### src/rtl/wb_arbiter.sv
// Write-back arbiter: shares the single register-file write port among load, ALU and MDU
// requesters, with anti-starvation promotion of MDU/ALU behind a busy load stream.
module wb_arbiter #(
    parameter int unsigned STARVE_LIMIT = 4
) (
    input  logic        i_clk,
    input  logic        i_reset,
    input  logic        i_ld_valid,
    input  logic [4:0]  i_ld_rd,
    input  logic [31:0] i_ld_data,
    output logic        o_ld_ready,
    input  logic        i_alu_valid,
    input  logic [4:0]  i_alu_rd,
    input  logic [31:0] i_alu_data,
    output logic        o_alu_ready,
    input  logic        i_mdu_valid,
    input  logic [4:0]  i_mdu_rd,
    input  logic [31:0] i_mdu_data,
    output logic        o_mdu_ready,
    output logic        o_rd_wren,
    output logic [4:0]  o_rd_addr,
    output logic [31:0] o_rd_data,
    output logic [1:0]  o_wb_src
);
    localparam int unsigned CNT_W  = 4;
    localparam int unsigned RD_W   = 5;
    localparam int unsigned DATA_W = 32;
    localparam logic [CNT_W-1:0] LIMIT = CNT_W'(STARVE_LIMIT);

    typedef enum logic [1:0] {
        SRC_NONE = 2'b00,
        SRC_LD   = 2'b01,
        SRC_ALU  = 2'b10,
        SRC_MDU  = 2'b11
    } src_e;

    logic [CNT_W-1:0]  r_mdu_cnt;
    logic [CNT_W-1:0]  r_alu_cnt;
    logic              r_wren;
    logic [RD_W-1:0]   r_addr;
    logic [DATA_W-1:0] r_data;
    src_e              r_src;

    logic              w_mdu_starved;
    logic              w_alu_starved;
    src_e              w_grant;
    logic [RD_W-1:0]   w_sel_rd;
    logic [DATA_W-1:0] w_sel_data;

    assign w_mdu_starved = (r_mdu_cnt == LIMIT);
    assign w_alu_starved = (r_alu_cnt == LIMIT);

    // Starved requesters jump ahead of load; otherwise load > MDU > ALU.
    always_comb begin
        w_grant = SRC_NONE;
        if (!i_reset) begin
            if (i_mdu_valid && w_mdu_starved)      w_grant = SRC_MDU;
            else if (i_alu_valid && w_alu_starved) w_grant = SRC_ALU;
            else if (i_ld_valid)                   w_grant = SRC_LD;
            else if (i_mdu_valid)                  w_grant = SRC_MDU;
            else if (i_alu_valid)                  w_grant = SRC_ALU;
        end
    end

    always_comb begin
        w_sel_rd   = '0;
        w_sel_data = '0;
        case (w_grant)
            SRC_LD:  begin w_sel_rd = i_ld_rd;  w_sel_data = i_ld_data;  end
            SRC_ALU: begin w_sel_rd = i_alu_rd; w_sel_data = i_alu_data; end
            SRC_MDU: begin w_sel_rd = i_mdu_rd; w_sel_data = i_mdu_data; end
            default: begin w_sel_rd = '0;       w_sel_data = '0;         end
        endcase
    end

    assign o_ld_ready  = (w_grant == SRC_LD);
    assign o_alu_ready = (w_grant == SRC_ALU);
    assign o_mdu_ready = (w_grant == SRC_MDU);

    // Saturating wait counter: counts denied-while-valid cycles, clears otherwise.
    function automatic logic [CNT_W-1:0] next_cnt(input logic valid, input logic granted,
                                                  input logic [CNT_W-1:0] cnt);
        logic [CNT_W-1:0] nxt;
        nxt = '0;
        if (valid && !granted) nxt = (cnt >= LIMIT) ? LIMIT : cnt + CNT_W'(1);
        return nxt;
    endfunction

    always_ff @(posedge i_clk) begin
        if (i_reset) begin
            r_mdu_cnt <= '0;
            r_alu_cnt <= '0;
            r_wren    <= 1'b0;
            r_addr    <= '0;
            r_data    <= '0;
            r_src     <= SRC_NONE;
        end else begin
            r_mdu_cnt <= next_cnt(i_mdu_valid, w_grant == SRC_MDU, r_mdu_cnt);
            r_alu_cnt <= next_cnt(i_alu_valid, w_grant == SRC_ALU, r_alu_cnt);
            // Writes to x0 are accepted but dropped from the write port.
            if (w_grant != SRC_NONE && w_sel_rd != '0) begin
                r_wren <= 1'b1;
                r_addr <= w_sel_rd;
                r_data <= w_sel_data;
                r_src  <= w_grant;
            end else begin
                r_wren <= 1'b0;
                r_addr <= '0;
                r_data <= '0;
                r_src  <= SRC_NONE;
            end
        end
    end

    assign o_rd_wren = r_wren;
    assign o_rd_addr = r_addr;
    assign o_rd_data = r_data;
    assign o_wb_src  = r_src;
endmodule
### config.mk
export PLATFORM = sky130hd
export DESIGN_NAME = wb_arbiter
export DESIGN_NICKNAME = d
export VERILOG_FILES = /design/src/rtl/wb_arbiter.sv
export SDC_FILE = /design/constraint.sdc
export NUM_CORES = 1
export LEC_CHECK = 0
export CAP_MARGIN = 20
export CORE_MARGIN = 1
export CORE_UTILIZATION = 30
export CTS_BUF_LIST = sky130_fd_sc_hd__clkbuf_2
export CTS_CLUSTER_SIZE = 20
export DETAILED_ROUTE_END_ITERATION = 7
export GPL_ROUTABILITY_DRIVEN = 0
export GPL_TIMING_DRIVEN = 0
export PLACE_DENSITY = 0.86
export SKIP_LAST_GASP = 1
export SYNTH_ARGS = -nofsm -noshare
export SYNTH_HDL_FRONTEND = slang
export SYNTH_SLANG_ARGS = --single-unit
### constraint.sdc
create_clock -name i_clk -period 2.3 [get_ports i_clk]
set_clock_uncertainty 0.2 [all_clocks]
set_input_delay 0.46 -clock i_clk [delete_from_list [all_inputs] [get_ports i_clk]]
set_output_delay 0.46 -clock i_clk [all_outputs]
set_load 0.02 [all_outputs]
Word level (Yosys, flattened, before mapping). Index checks and enable logic that the tools add are counted.

Reductions and logical operators: 14. Mux-type cells: 11. Add/subtract/negate cells: 2. Eq/ne operators: 5. Order comparisons: 2. Bitwise logic cells: 3.

Operators with widths (number): one-hot mux 32 bit (3 select lines) (1); one-hot mux 5 bit (3 select lines) (1); two-way mux 2 bit (6); adder 4 x 1 -> 4 bit, second input constant (2); == test 4 x 3 -> 1 bit, second input constant (2); greater-or-equal comparator 4 x 3 -> 1 bit, second input constant (2); two-way mux 3 bit (2); OR reduction 2 bit (3); OR reduction 3 bit (2); logical AND 1 bit (5); nonzero test 5 bit (1); == test 2 bit, second input constant (2); inverter 1 bit (3); == test 2 x 1 -> 1 bit, second input constant (1); zero test 1 bit (2); nonzero test 2 bit (1); two-way mux 1 bit (1).

Output and inout port bits: 43. Bits of input ports: 116. Logic and storage cells: 45. Register bits after elaboration: 48.

Longest topological paths before layout. Gate-level depths: netlist of the first run.

Depth in word-level cells: 12. Mapped depth: 10. Depth with buffers taken out: 8.

Worst setup path after synthesis of the first run. Ideal clock, no wire load.

Path kind: input to output. Start point: input port i_reset. End point: output port o_alu_ready. Cell stages on the path: 6. Path buffers: 2. Data required time: 1.640 ns. Arrival: 1.667 ns. Setup slack: -0.027 ns. Cell sequence: clkbuf_1 -> o21ba_2 -> a21oi_1 -> a21oi_1 -> nor2_2 -> clkbuf_1.

Word-level cells in the longest chain between the ends: 2.

RTL lines: start: declaration (RTL line 7) `input logic i_reset,`; two-way mux 2 bit (RTL line 56) `if (!i_reset) begin`; == test 2 bit (RTL line 77) `assign o_alu_ready = (w_grant == SRC_ALU);`; end: declaration (RTL line 15) `output logic o_alu_ready,`.

No other way between the ends.

Worst setup path in the final report of the first run.
Start point: register r_mdu_cnt[1]. End point: output port o_alu_ready.

Word-level cells in the longest chain between the ends: 5.

RTL lines: start: declaration (RTL line 37) `logic [CNT_W-1:0] r_mdu_cnt;`; start signal: assignment (RTL line 98) `r_mdu_cnt <= next_cnt(i_mdu_valid, w_grant == SRC_MDU, r_mdu_cnt);`; == test 4 x 3 -> 1 bit (RTL line 50) `assign w_mdu_starved = (r_mdu_cnt == LIMIT);`; logical AND 1 bit (RTL line 57) `if (i_mdu_valid && w_mdu_starved) w_grant = SRC_MDU;`; two-way mux 2 bit (RTL line 57); two-way mux 2 bit (RTL line 56); == test 2 bit (RTL line 77).

No other way between the ends.

==> metrics.yaml, run 1 <==
sta:
  tightestPinTransition_ps: 529.0
  fmax_mhz: 393.6
  worst_slack_ps: -240.4
  rsz0062_at_grt: "true"
  drv_slew: 0
  max_slew_margin_pct: 64.73
  setup_viol_count_final: 38
  finalCritPeriodShare_pct: 110.5
  whs_ps: 305.6
  final_hold_viol_count: 0
  period_needed_ps: 2540
synth:
  synth-seq-cells: 48
  synth_compound_area_share_pct: 26.47
  synthCells: 190
  synth_area_leaders: "dfxtp_1, a222oi_1, nor2_1, ha_1, buf_2"
  synth_ff_type: "dfxtp_1"
  synth_top_family_by_area: "compound AO/OA/AOI/OAI gates"
  synthAdderAreaFrac_pct: 2.582
  synth_top_area_share_pct: 49.58
  synth-edff-count: 0
  synth-xor-area-share_pct: 0
  syn_area_um2: 1938
  synth-async-reset-ratio_pct: 0
  synth-simple-area-share_pct: 17.04
  synth.most_common_cell: "dfxtp_1"
  yosys_warnings: 0
  synth-seq-area-share_pct: 49.58
  yosys-top-cells-count: "dfxtp_1, nor2_1, a222oi_1"
  yosys.area.top_type: "dfxtp_1"
  avgSynthCellArea_um2: 10.20
  synth.area.mux_share_pct: 0
  ys_types: 36
detailed_routing:
  wl_per_cell_um: 17.66
  first_pass_iters: 8
  ant_nets: 0
  routed-via-count: 2463
  drt_iter0_markers: 176
  drt_drc_violations_left: 0
  routed_wl_um: 8089
  vias_per_cell: 5.378
run:
  maxCapViolCount: 0
die:
  core_area_um2: 6061
  ios: 159
  start_util_pct: 31.98
  dieArea_um2: 6786
  fp-row-count: 28
  die_h_um: 82.38
  chipWidth_um: 82.38
outcome:
  outcome: "finished, violations left"
  violations: "negative setup slack"
placement:
  hpwl_um: 5714
  dp_slack_ps: -1312
  post_dp_cell_area_um2: 3608
  io_buffers: 157
finish:
  nets: 502
  seqCellArea_um2: 965.9
  fillers: 482
  fin_area_um2: 4070
  antennaDiodeCount: 0
  multi_input_area_um2: 1011
  syn_to_final_growth_pct: 110.0
  layout-drive-gt1-share_pct: 20.63
power:
  p_leak_nw: 1.584
  p_per_area_nw_per_um2: 493.8
  peakVddDrop_uv: 267.4
  power_mw: 2.010
global_route:
  grt_antenna_before_repair: 0
  grt_pass1_vias: 2348
  overflow: 0
  grt_pass1_wl_um: 11150
  grt.total_usage_pct: 22.41
  grt_start_max_net_pins: 15
worst_setup_path:
  startpoint_type: "flop"
  crit_required_ps: 1640
  end_kind: "output pin"
  critPathKind: "flop to output pin"
  crit_fanout: 3
  cp.arrival_ps: 1880
clock_tree:
  cts.path.max_buffers: 2
  cts_buffers: 5
  cts.clk_slew.worst_paths_ps: 220
  cts_root_buf: "clkbuf_2"
  cts_tree: "done"
  insertion_delay_ps: 410
  h-tree-depth: 2
  cts.sinks: 48
worst_hold_path:
  hold_path_class: "primary input to flop"
logic make-up (layout without fill, tap and decap cells):
logic type,Yosys count,after routing
other,1,2
buffers and inverters,19,211
AND/OR/NAND/NOR,65,65
AO/OA/AOI/OAI,53,53
flip-flops,48,48
adder cells (fa/ha/maj),4,4
layout by cell type (no fill, tap or decap), types with 3 or more instances in the layout:
cell type        count
dfxtp_1             44
buf_4               22
nor3_1               3
nor2_1              39
nor3_4               3
buf_6               10
a21oi_4              3
clkdlybuf4s50_1    152
dfxtp_2              4
a222oi_1            34
clkbuf_1             6
inv_2                4
clkbuf_2             6
buf_8                4
metrics by stage:
| step | util, % | cells | setup TNS [ps] |
|---|---|---|---|
| 2_1_floorplan | - | 191 | 0 |
| 3_3_place_gp | 59.54 | 423 | -28800 |
| 3_5_place_dp | 59.54 | 423 | -30290 |
| 4_1_cts | 66.31 | 455 | -4566 |
| 5_1_grt | 67.16 | 458 | -10780 |
| 6_report | 67.16 | 458 | -6579 |
power by group:
group | internal (mW) | leakage, nW | switching (mW) | total (mW)
sequential | 0.906 | 0.399 | 0.0209 | 0.926
combinational | 0.431 | 1.16 | 0.311 | 0.742
clock | 0.0758 | 0.0266 | 0.266 | 0.342
total | 1.41 | 1.58 | 0.598 | 2.01
sequential cells by signal, indices dropped and copies added, names as in the netlist:
signal and cells:
o_wb_src 2, o_rd_data 32, r_alu_cnt 4, o_rd_wren 1
o_rd_addr 5, r_mdu_cnt 4
critical path, cell delays in order (launching register included):
cell,delay [ps]
dfxtp_2,370
inv_2,70
ha_4,120
nand4b_1,210
buf_6,210
a21oi_4,160
nor2_4,60
buf_8,140
buf_6,120
per-layer routing:
layer	global-route usage (%)	up-vias	routed length, um
met5	0	-	0
met4	8.421	0	189
met3	6.593	18	850
met2	41.98	151	4166
met1	23.32	1166	2882
li1	-	1128	-
final cells by class:
type                            count  area share [%]
Buffer                             13           2.767
Clock buffer                        6          0.7378
Clock inverter                      2          0.2767
Inverter                            4          0.3689
Multi-Input combinational cell    124           24.84
Sequential cell                    48           23.73
Tap cell                           75           2.306
Timing Repair Buffer              186           44.97
final timing paths:
kind,start,to,slack (ps),cells after the start
setup / recovery,r_mdu_cnt[1]$_SDFF_PP0_,o_alu_ready,-240,8
hold / removal,i_reset,o_wb_src[1]$_SDFF_PP0_,310,2
setup reg to reg,r_alu_cnt[0]$_SDFF_PP0_,o_rd_data[31]$_SDFF_PP0_,-200,12
hold reg to reg,r_mdu_cnt[3]$_SDFF_PP0_,r_mdu_cnt[1]$_SDFF_PP0_,310,1
what timing repair did:
item,4_1_cts,5_1_grt
pin swaps,15,7
gates cloned,1,1
buffers inserted,24,4
endpoints found under the hold margin,0,0
hold buffers,0,0
endpoints found under the setup margin,41,39
resized for setup,72,4
Power figures use the tool's default switching activity.
==> run 2, diff against run 1 <==
CELL_PAD_IN_SITES_DETAIL_PLACEMENT = 1   (was default)
CELL_PAD_IN_SITES_GLOBAL_PLACEMENT = 1   (was default)
CORE_ASPECT_RATIO = 2   (was default)
CORE_UTILIZATION = 21   (was 30)
PLACE_DENSITY = 0.87   (was 0.86)
==> run 2 against run 1 <==
Compared with the run above: the run still ends with negative setup slack left; setup slack worse by 65 ps; sequential power about the same; critical path depth unchanged; combinational power rose by 7.3%; via count rose by 0.81%; register-to-register slack worse by 60 ps; non-clock buffer count rose by 8; die area increased by 42%.
==> metrics.yaml, run 2 (same netlist as run 1, synthesis figures left out) <==
sta:
  final_hold_viol_count: 0  # unchanged
  fmax_mhz: 383.8  # -2.5%
  finalCritPeriodShare_pct: 113.3  # +2.8 points
  worst_slack_ps: -305.7  # -65.28 ps
  tightestPinTransition_ps: 504.8  # -24.23 ps
  period_needed_ps: 2606  # +65.28 ps
  max_slew_margin_pct: 66.35  # +1.6 points
  rsz0062_at_grt: "true"
  whs_ps: 257.7  # -47.89 ps
  setup_viol_count_final: 38  # unchanged
  drv_slew: 0  # unchanged
die:
  chipWidth_um: 69.93  # -15%
  dieArea_um2: 9641  # +42%
  core_area_um2: 8951  # +48%
  fp-row-count: 49  # +75%
  ios: 159  # unchanged
  start_util_pct: 21.65  # -10 points
  die_h_um: 137.9  # +67%
finish:
  fillers: 1012  # +110%
  final_common_cell: "clkdlybuf4s50_1"
  layout-drive-gt1-share_pct: 25.58  # +4.9 points
  final_cell_mix: "clkdlybuf4s50_1, dfxtp_1, a222oi_1"
  largest_reg_flops: 32  # unchanged
  final_core_util_pct: 47.78  # -19 points
  nets: 510  # +1.6%
  syn_to_final_growth_pct: 120.7
placement:
  io_buffers: 157  # unchanged
  hpwl_um: 7007  # +23%
global_route:
  grt_pass1_wl_um: 14190  # +27%
  grt_start_max_net_pins: 15  # unchanged
  grt_pass1_vias: 2725  # +16%
  grt.total_usage_pct: 19.41  # -3.0 points
  grt_antenna_before_repair: 1  # +1
  overflow: 0  # unchanged
outcome:
  outcome: "finished, violations left"
  violations: "negative setup slack"
run:
  maxCapViolCount: 0  # unchanged
power:
  netSwitchingPower_mw: 0.6397  # +7.0%
  p_leak_nw: 1.644  # +3.8%
  combPwrFrac_pct: 36.5  # -0.4 points
  p_int_mw: 1.541  # +9.2%
  power_mw: 2.181  # +8.5%
  p_sw_share_pct: 29.33  # -0.41 points
  p_per_area_nw_per_um2: 510.0  # +3.3%
  clockPowerShare_pct: 20.9  # +3.9 points
  peakVddDrop_uv: 230.3  # -14%
  pwr-share-seq_pct: 42.6  # -3.5 points
worst_setup_path:
  startpoint_type: "flop"
  reg2reg_slack_ps: -260  # -60 ps
  reg2reg_depth: 12  # unchanged
  end_kind: "output pin"
  r2r_end: "o_rd_data[3]$_SDFF_PP0_"
  crit_fanout: 3  # unchanged
  cp-startpoint: "r_alu_cnt[1]$_SDFF_PP0_"
  r2r-start: "r_alu_cnt[0]$_SDFF_PP0_"
  critPathKind: "flop to output pin"
  crit_required_ps: 1640  # about the same
  cp.arrival_ps: 1950  # +70 ps
worst_hold_path:
  min_to: "o_wb_src[1]$_SDFF_PP0_"
  holdPathStages: 2  # unchanged
  min_from: "i_reset"
  hold_path_class: "primary input to flop"
detailed_routing:
  vias_per_cell: 5.026  # -6.5%
  wl_per_cell_um: 19.51  # +10%
  routed_wl_um: 9637  # +19%
  ant_nets: 0  # unchanged
  drt_drc_violations_left: 0  # unchanged
  first_pass_iters: 8  # unchanged
  routed-via-count: 2483  # +0.81%
  drt_iter0_markers: 174  # -1.1%
clock_tree:
  insertion_delay_ps: 430  # +20 ps
  cts.sinks: 48  # unchanged
  h-tree-depth: 2  # unchanged
  cts.path.max_buffers: 2  # unchanged
  cts_tree: "done"
  cts_buffers: 5  # unchanged
  cts_root_buf: "clkbuf_2"
  cts.clk_slew.worst_paths_ps: 240  # +20 ps
-- run 2: cell types whose count changed in the layout (fill, tap and decap cells not counted), sizes merged --
cell,delta
clkinvlp,-1
clkinv,+1
diode,+1
buf,+10
clkbuf,-3
bufinv,+1
-- run 2: layout make-up --
cell class	count	area (um2)	area share [%]
Clock inverter	3	37.54	0.8777
Antenna cell	1	2.502	0.05851
Inverter	4	15.01	0.3511
Multi-Input combinational cell	124	1050	24.55
Buffer	12	121.4	2.838
Tap cell	102	127.6	2.984
Sequential cell	48	965.9	22.59
Clock buffer	5	25.02	0.5851
Timing Repair Buffer	195	1932	45.17
-- run 2: repair_timing --
item	in CTS	in global routing
hold buffers	0	0
gates resized for setup	93	11
pin swaps	36	7
setup endpoints to repair	40	43
cloned	3	0
buffers inserted	35	3
-- run 2: worst max-delay path by stage --
stage                       end  slack, ps  depth (start not counted)
floorplan            o_ld_ready         20                          6
global placement     o_ld_ready      -1290                          5
detailed placement   o_ld_ready      -1380                          6
CTS                  o_ld_ready       -340                          7
global route         o_ld_ready       -410                          7
finish              o_alu_ready       -310                          8
-- run 2: through the flow --
| stage | cells | worst slack [ps] | area [um2] | TNS (ps) |
|---|---|---|---|---|
| after CTS | 493 | -343.5 | 4249 | -7477 |
| final | 494 | -305.7 | 4277 | -8698 |
| after global placement | 450 | -1289 | 3642 | -30550 |
| after floorplan | 191 | 18.69 | 1943 | 0 |
| after detailed placement | 450 | -1375 | 3642 | -33120 |
| after global routing | 494 | -405.2 | 4277 | -11040 |
-- run 2: layer usage --
metal	part of all wire [%]	track usage, %
met1	31	17.57
met3	5.0	3.488
met2	62	40.65
met4	2.4	8.000
met5	0	0
-- run 2: power by group through the flow --
| stage | clock (mW) | combinational [mW] | sequential, mW |
|---|---|---|---|
| floorplan | 0 | 0.164 | 1.03 |
| global placement | 0 | 0.638 | 0.941 |
| detailed placement | 0 | 0.655 | 0.946 |
| CTS | 0.482 | 0.793 | 0.929 |
| global route | 0.511 | 0.839 | 0.937 |
| finish | 0.456 | 0.796 | 0.929 |
-- run 2: critical path, cell delays in order (launching register included) --
cell     delay [ps]
dfxtp_2         400
inv_2            50
ha_4            150
and4b_2         270
buf_4           160
a21oi_4         160
nor2_4           70
buf_8           140
buf_6           120
